<file path="src/rtl/regfile_2r1w.sv">
// Two-read/one-write register file with registered read ports and a per-register pending-write scoreboard.
// Define REGFILE_BYPASS_EN to forward a same-cycle write/reserve into the read ports.
module regfile_2r1w #(
   parameter int N       = 8,
   parameter int RSIZE   = 3,
   parameter int ZERO_R0 = 0
) (
   input  logic             clk,
   input  logic             Reset,
   input  logic             w,
   input  logic [RSIZE-1:0] Waddr,
   input  logic [N-1:0]     Wdata,
   input  logic [RSIZE-1:0] Raddr0,
   output logic [N-1:0]     Rdata0,
   output logic             Rbusy0,
   input  logic [RSIZE-1:0] Raddr1,
   output logic [N-1:0]     Rdata1,
   output logic             Rbusy1,
   input  logic             res,
   input  logic [RSIZE-1:0] ResAddr,
   output logic             AnyBusy
);
   localparam int NREG = 2 ** RSIZE;

   logic [NREG-1:0][N-1:0] gpr;
   logic [NREG-1:0]        pending;
   logic [NREG-1:0]        pending_nxt;
   logic                   wr_en;
   logic                   res_en;
   logic [N-1:0]           rdata0_nxt;
   logic [N-1:0]           rdata1_nxt;
   logic                   rbusy0_nxt;
   logic                   rbusy1_nxt;

   // r0 is hardwired when ZERO_R0 is set, so writes and reserves to it are dropped here
   assign wr_en  = w   && !((ZERO_R0 != 0) && (Waddr == '0));
   assign res_en = res && !((ZERO_R0 != 0) && (ResAddr == '0));

   // reserve is applied after the write so a back-to-back producer keeps the register pending
   always_comb begin
      pending_nxt = pending;
      if (wr_en) pending_nxt[Waddr] = 1'b0;
      if (res_en) pending_nxt[ResAddr] = 1'b1;
   end

   function automatic logic [N:0] read_port(input logic [RSIZE-1:0] addr);
      logic [N-1:0] d;
      logic         b;
      d = gpr[addr];
      b = pending[addr];
`ifdef REGFILE_BYPASS_EN
      if (wr_en && (addr == Waddr)) begin
         d = Wdata;
         b = 1'b0;
      end
      if (res_en && (addr == ResAddr)) b = 1'b1;
`endif
      if ((ZERO_R0 != 0) && (addr == '0)) begin
         d = '0;
         b = 1'b0;
      end
      return {b, d};
   endfunction

   assign {rbusy0_nxt, rdata0_nxt} = read_port(Raddr0);
   assign {rbusy1_nxt, rdata1_nxt} = read_port(Raddr1);

   always_ff @(posedge clk) begin
      if (Reset) begin
         gpr     <= '0;
         pending <= '0;
         Rdata0  <= '0;
         Rdata1  <= '0;
         Rbusy0  <= 1'b0;
         Rbusy1  <= 1'b0;
      end else begin
         if (wr_en) gpr[Waddr] <= Wdata;
         pending <= pending_nxt;
         Rdata0  <= rdata0_nxt;
         Rdata1  <= rdata1_nxt;
         Rbusy0  <= rbusy0_nxt;
         Rbusy1  <= rbusy1_nxt;
      end
   end

   assign AnyBusy = |pending;

endmodule
</file>
<file path="config.mk">
export PLATFORM = sky130hd
export DESIGN_NAME = regfile_2r1w
export DESIGN_NICKNAME = d
export VERILOG_FILES = /design/src/rtl/regfile_2r1w.sv
export SDC_FILE = /design/constraint.sdc
export NUM_CORES = 1
export LEC_CHECK = 0
export BUFFER_PORTS_ARGS = -buffer_cell sky130_fd_sc_hd__buf_4
export CAP_MARGIN = 0
export CORE_MARGIN = 2
export CORE_UTILIZATION = 55
export CTS_CLUSTER_SIZE = 14
export DETAILED_ROUTE_END_ITERATION = 6
export GPL_TIMING_DRIVEN = 0
export PLACE_DENSITY = 0.75
export SKIP_CTS_REPAIR_TIMING = 1
export SLEW_MARGIN = 20
export SYNTH_ARGS = -nofsm -noshare
export SYNTH_HDL_FRONTEND = slang
export SYNTH_SLANG_ARGS = --single-unit
</file>
<file path="constraint.sdc">
create_clock -name clk -period 1.55 [get_ports clk]
set_input_delay 0.31 -clock clk [delete_from_list [all_inputs] [get_ports clk]]
set_output_delay 0.31 -clock clk [all_outputs]
set_load 0.05 [all_outputs]
</file>
Word level (Yosys, flattened, before mapping)
Index checks and enable logic that the tools add are counted.
Word-level totals
  flip-flop bits (word level): 90
  output and inout bits: 19
  input port bits: 24
Operators by class
  magnitude comparators: 6
  bitwise operators: 3
  muxes and demuxes: 17
  reductions and logical operators: 3
Operator list (number)
  bitwise mux 64 bit: 1
  binary-select mux 8 bit (select 3 bit): 2
  two-way mux 8 bit: 5
  demux 8 bit (select 3 bit): 1
  < comparator 3 x 4 -> 1 bit (second input constant): 4
  bitwise AND 8 bit: 1
  NOT 8 bit: 1
  bitwise OR 8 bit: 1
  OR reduction 8 bit: 1
  binary-select mux 1 bit (select 3 bit): 2
  demux 1 bit (select 3 bit): 2
  greater-or-equal comparator 3 x 1 -> 1 bit (second input constant): 2
  two-way mux 1 bit: 4
  logical AND 1 bit: 2

Longest topological paths before layout
Gate-level depths: netlist of the first run.
  depth in word-level cells: 9
  mapped depth: 5

Least setup slack after synthesis of the first run
OpenSTA, ideal clock, no wires.
  path type: input to register
  from: in Raddr1[2]
  to: reg Rdata1[0]
  data arrival time: 1.213 ns
  library setup time: 0.128 ns
  data required time: 1.422 ns
  cell stages on the path: 4
  path slack: 0.209 ns
  cells stage by stage: buf_2 -> mux4_1 -> mux2i_1 -> nor2_1
On the way
  cells in the longest elaborated chain, start to end: 2
RTL lines
  start, declared: line 16  | input logic [RSIZE-1:0] Raddr1,
  binary-select mux 8 bit (select 3 bit): line 49  | d = gpr[addr];
  two-way mux 8 bit (not written as such): line 49
  end signal, assigned: line 80  | Rdata1 <= rdata1_nxt;
  end, declared: line 17  | output logic [N-1:0] Rdata1,
Every way passes these cells. The select of a mux whose other input is x is not followed.
A chain may end at the register's enable or synchronous reset.

Worst setup path in the final report of the first run
  from: reg pending[7]
  to: out AnyBusy
On the way
  cells in the longest elaborated chain, start to end: 1
RTL lines
  start, declared: line 26  | logic [NREG-1:0] pending;
  start signal, assigned: line 78  | pending <= pending_nxt;
  OR reduction 8 bit: line 86  | assign AnyBusy = |pending;
  end, declared: line 21  | output logic AnyBusy
Every way passes these cells.

==> run metrics, run 1 <==
outcome=finished with violations; nets=499; CP arrival=1.25 ns; RSZ-0062 raised after global routing=yes; CP Launch Type=flip-flop; most instantiated cells after synthesis=130 x nand2_1, 90 x dfxtp_1, 65 x a21oi_1; CP peak stage delay=between 0.3 and 0.4 ns; initial antenna violation count=0; TritonCTS Buffers=9; H-tree levels=3; crit-path cells=nor4_1 -> nand2_1 -> buf_6; Setup Skew=0.004219 ns; drt total wl=around 12 mm; # DRC=0; clock share of power=between 30% and 40%; endpoint class of the critical path=output port; kind of critical path=reg -> out; Pwr Density=just over 900 mW/mm^2; fin crit share=100.7%; Setup TNS Final=-0.01020 ns; core area=0.007687 mm^2; vias in the first global route=about 3400; Mapped Nets=461; wire per inst=20.25 um; Yosys reg bits=90; antenna diode count=0; logic gate share of total power=around 12%; Pins Over Slew Limit=0; Setup Viol. Count Final=1; number of flops mapped to enable cells by yosys=0; WP data required=approximately 1.2 ns; post-route core utilization=a little under two thirds; switching share of power=25.41%; Primary FF master, synth=dfxtp_1; Worst Hold Class=in -> reg; max_cap viols=0; Post-Syn Area per Cell=9.952 um^2; Die Wd=92.93 um; Fin Hold WS=0.2461 ns; CTS Sinks=90; Area contributors post-synth=dfxtp_1 41%, mux4_1 18%, nand2_1 11%; largest net degree at the start of global routing=14; Die Span Y=92.93 um; Ports=43; top cell type by total area after synthesis=dfxtp_1; P&R area growth vs syn=12.31%; hpwl dp=~7.6 mm; maximum root-to-sink buffer count=2; port bufs=27; FFs w/ async S/R, synth=0%; Rows=32; DR iter-0 viols=roughly 360; fmax=640.9 MHz; post-synth top area share=41.43%; layout cells sized above 1=approximately 18%; Synth Cell Area=0.004349 mm^2; placer congestion estimate=0.8911; Yosys cell types=25; Power Internal=3.377 mW; remaining global-route overflow=0; CP max stage cell=dfxtp_2; post-route ant nets=0; Tot GR Track Use=28.22%; DR vias/cell=6.207; worst slack at placement=-0.2174 ns; failing checks=setup timing; crit-path max FO=4; R2R depth=3; Sequential Power Share=between 50 and 60%; Root Driver=clkbuf_8; setup ws final=-0.01020 ns; Post-Synthesis Cells=roughly 440; switching power=1.151 mW; synth warn=0; via count=3600; peak supply drop=0.0004375 V; initial core utilization=56.58%; hold depth=3; first-pass GRT wire length=around 18 mm; sequential area share after synthesis=approximately 41%; die area=between 0.008 and 0.009 mm^2; most numerous cell in the Yosys netlist=nand2_1; later-pin clock latency in the skew report=0.36 ns; router iterations before antenna repair=5; Reg clk slew, reported paths=around 0.08 ns; Slew headroom=53.23%; slew of the pin with the lowest slew margin=0.7015 ns; fin crit period=1.560 ns; leakage=1.970 nW; CTS tree=yes; final hold violations=0
==> placed cells by master, fill, tap and decap left out <==
cell type and count:
a21oi_1 65, nand4b_2 2, nand2_1 130, bufinv_16 1, and4_1 1, nor2b_1 3, or4b_1 1, nor4_2 1
nand4b_1 1, buf_4 29, buf_12 2, a22oi_1 3, nor4_1 1, buf_2 23, dfxtp_2 3, and4bb_2 3
and4b_1 3, clkbuf_8 11, nand4bb_1 3, clkinv_2 2, nor4b_4 1, dfxtp_1 87, mux4_1 30, a32oi_1 4
mux2i_1 18, mux4_2 6, buf_6 3, nand4_1 2, nor2_1 26, clkbuf_1 13
==> per-layer routing <==
layer | track usage, % | vias up | part of all wire [%] | wire (um)
li1 | - | 1628 | - | -
met1 | 38.27 | 1728 | 40 | 4717
met2 | 44.38 | 207 | 47 | 5508
met3 | 4.963 | 37 | 9.7 | 1142
met4 | 12.75 | 0 | 3.2 | 376
met5 | 0 | - | 0 | 0
==> worst max-delay path: cells and delay by family, from the launching register on <==
| kind | cells | cell delay (ns) |
|---|---|---|
| buf+inv | 1 | 0.16 |
| simple gates | 2 | 0.40 |
| flops | 1 | 0.34 |
==> kinds of logic (layout without fill, tap and decap cells) <==
| kind of cell | count (synthesis) | count (layout) | share of synthesized area, % |
|---|---|---|---|
| flip-flops | 90 | 90 | 41.43 |
| AO/OA/AOI/OAI | 72 | 72 | 8.803 |
| multiplexers | 54 | 54 | 25.37 |
| AND/OR/NAND/NOR | 178 | 178 | 18.67 |
| buffers and inverters | 43 | 84 | 5.725 |
==> metrics by stage <==
step / instance area (um^2) / cells / total power [mW]
6_report: 4885 / 580 / 4.527
5_1_grt: 4885 / 580 / 4.663
4_1_cts: 4871 / 580 / 4.519
3_5_place_dp: 4679 / 566 / 2.959
3_3_place_gp: 4679 / 566 / 2.944
2_1_floorplan: 4349 / 437 / 2.795
==> registers in the layout, summed over array words and instances, names as in the netlist <==
signal   flops
Rdata0       8
Rbusy1       1
Rbusy0       1
gpr         64
Rdata1       8
pending      8
==> worst paths after layout <==
check	start	endpoint	slack, ns
worst max register to register	gpr[36]	Rdata1[4]	0.28
worst min register to register	gpr[24]	gpr[24]	0.47
worst max-delay path	pending[7]	AnyBusy	-0.01
worst min-delay path	ResAddr[0]	pending[7]	0.25
==> power groups by stage <==
stage / Sequential (mW) / Combinational, mW / Clock, mW
2_1_floorplan: 2.46 / 0.330 / 0
3_3_place_gp: 2.44 / 0.502 / 0
3_5_place_dp: 2.45 / 0.511 / 0
4_1_cts: 2.39 / 0.512 / 1.61
5_1_grt: 2.40 / 0.551 / 1.71
6_report: 2.39 / 0.525 / 1.61
==> layout make-up <==
type                       count  area [um^2]
fill                         655         2803
multi-input combinational    304         2305
sequential                    90         1805
buffer                        43        249.0
timing repair buffer          27        206.4
clock buffer                  11        151.4
tap                          102        127.6
clock inverter                 3        40.04
Power figures use the tool's default switching activity.
==> inputs of run 2 (changes only) <==
--- a/config.mk
+++ b/config.mk
@@ -5,7 +5,7 @@
 export SDC_FILE = /design/constraint.sdc
 export NUM_CORES = 1
 export LEC_CHECK = 0
-export BUFFER_PORTS_ARGS = -buffer_cell sky130_fd_sc_hd__buf_4
+export BUFFER_PORTS_ARGS = -buffer_cell sky130_fd_sc_hd__clkbuf_2
 export CAP_MARGIN = 0
 export CORE_MARGIN = 2
 export CORE_UTILIZATION = 55
@@ -18,3 +18,4 @@
 export SYNTH_ARGS = -nofsm -noshare
 export SYNTH_HDL_FRONTEND = slang
 export SYNTH_SLANG_ARGS = --single-unit
+export TNS_END_PERCENT = 1
==> run 2 against run 1 <==
  * The flow still finishes with violations (setup timing)
  * Final cell count increased by 0.52%
  * Design area decreased by 1.1%
  * Clock power about the same
  * Register-to-register slack about the same
  * Non-clock buffer count increased by 1
  * Die area unchanged
  * Core utilization decreased by 0.67 points
  * Critical path depth unchanged
  * Combinational power decreased by 2%
  * First-iteration DRC count increased by 8.1%
  * Largest power group unchanged
==> run metrics, run 2 (same netlist as run 1, synthesis figures left out) <==
crit-path cells=nor4_2 -> nand2_1 -> buf_6; CP peak stage delay=0.34 ns; Fin Hold WS=0.2312 ns; leakage=roughly 2 nW; Root Driver=clkbuf_8; Pwr Density=938.4 mW/mm^2; most frequent cells in the layout=130 x nand2_1, 87 x dfxtp_1, 65 x a21oi_1, 30 x mux4_1; failing checks=setup timing; core area=0.007687 mm^2; RSZ-0062 raised after global routing=yes; largest net degree at the start of global routing=16; initial core utilization=56.58%; crit-path max FO=3; port bufs=27; Tot GR Track Use=28.92%; antenna diode count=0; peak supply drop=0.0005991 V; Setup Skew=0.009461 ns; fin crit share=100.9%; maximum root-to-sink buffer count=2; switching power=1.235 mW; Setup Viol. Count Final=1; placer congestion estimate=0.8686; kind of critical path=reg -> out; Storage cell area=0.001805 mm^2; switching share of power=between 20% and 30%; Worst Hold Class=in -> reg; endpoint class of the critical path=output port; setup ws final=-0.01461 ns; H-tree levels=3; first-pass GRT wire length=18.39 mm; max FFs per register=64; worst path bufs/invs=1; Biggest register=gpr; DR iter-0 viols=387; # DRC=0; final hold violations=0; WP data required=1.24 ns; CTS tree=yes; layout cells sized above 1=18.92%; CP max stage cell=dfxtp_2; later-pin clock latency in the skew report=0.37 ns; fmax=639.1 MHz; CP arrival=around 1.3 ns; Rows=32; via count=3605; max_cap viols=0; Pins Over Slew Limit=0; P&R area growth vs syn=11.13%; Die Wd=92.93 um; Sequential Power Share=52.8%; Power Internal=3.300 mW; die area=roughly 0.0086 mm^2; TritonCTS Buffers=9; logic gate share of total power=11.4%; worst slack at placement=-0.2110 ns; nets=500; CTS Sinks=90; CP Launch Type=flip-flop; most common cell after layout, fill and taps aside=nand2_1; CP top delay family=simple AND/OR/NAND/NOR gates; total power=4.536 mW; fin crit period=1.565 ns; remaining global-route overflow=0; vias in the first global route=3435; initial antenna violation count=0; DR vias/cell=6.184; slew of the pin with the lowest slew margin=0.6901 ns; router iterations before antenna repair=5; post-route ant nets=0; wire per inst=~20 um; Reg clk slew, reported paths=0.09 ns; clock share of power=between 30% and 40%; fill count=679; Die Span Y=92.93 um; outcome=finished with violations; Ports=43; Slew headroom=53.99%; area of the multi-input gates=0.002311 mm^2; drt total wl=11.90 mm; hpwl dp=7.584 mm
## run 2: cell types whose count changed in the layout (fill, tap and decap cells not counted), sizes merged
cell,delta
inv,+1
clkbuf,+24
buf,-25
clkinv,+3
## run 2: layout make-up
cell class / instances / area share (%)
multi-input cells: 304 / 47.81
flip-flops and latches: 90 / 37.35
plain buffers: 43 / 5.151
repair buffers: 28 / 3.081
well taps: 102 / 2.640
clock buffers: 9 / 2.563
clock inverters: 7 / 1.398
## run 2: power groups by stage
stage | Clock (mW) | Sequential (mW) | Combinational [mW]
floorplan | 0 | 2.46 | 0.330
global placement | 0 | 2.44 | 0.488
detailed placement | 0 | 2.45 | 0.498
CTS | 1.61 | 2.39 | 0.499
global route | 1.71 | 2.40 | 0.547
finish | 1.62 | 2.40 | 0.516
## run 2: worst register-to-register path: stages (launching register included)
cell and delay (ns):
dfxtp_2 0.34, buf_4 0.13, mux4_1 0.45, mux2i_1 0.15, nor2_1 0.06
## run 2: per-stage QoR
step / std cells / util [%] / instance area (um^2) / setup TNS [ns]
after floorplan: 437 / - / 4349 / 0
after global placement: 566 / 59.99 / 4612 / -2.509
after detailed placement: 566 / 59.99 / 4612 / -3.791
after CTS: 582 / 62.48 / 4803 / -0.1101
after global routing: 583 / 62.87 / 4833 / -0.03434
final: 583 / 62.87 / 4833 / -0.01461
## run 2: worst paths after layout
| kind | endpoint | slack (ns) | start | cells past startpoint |
|---|---|---|---|---|
| worst max register to register | Rbusy0 | 0.29 | pending[7] | 4 |
| worst min-delay path | pending[7] | 0.23 | ResAddr[0] | 3 |
| worst min register to register | gpr[28] | 0.47 | gpr[28] | 2 |
| worst max-delay path | AnyBusy | -0.01 | pending[7] | 3 |
## run 2: layer usage
metal / track usage [%] / vias to the layer above / share of wire, %
met4: 10.91 / 0 / 2.3
met2: 47.64 / 164 / 49
met5: 0 / - / 0
met3: 5.207 / 26 / 8.1
li1: - / 1635 / -
met1: 38.13 / 1780 / 41
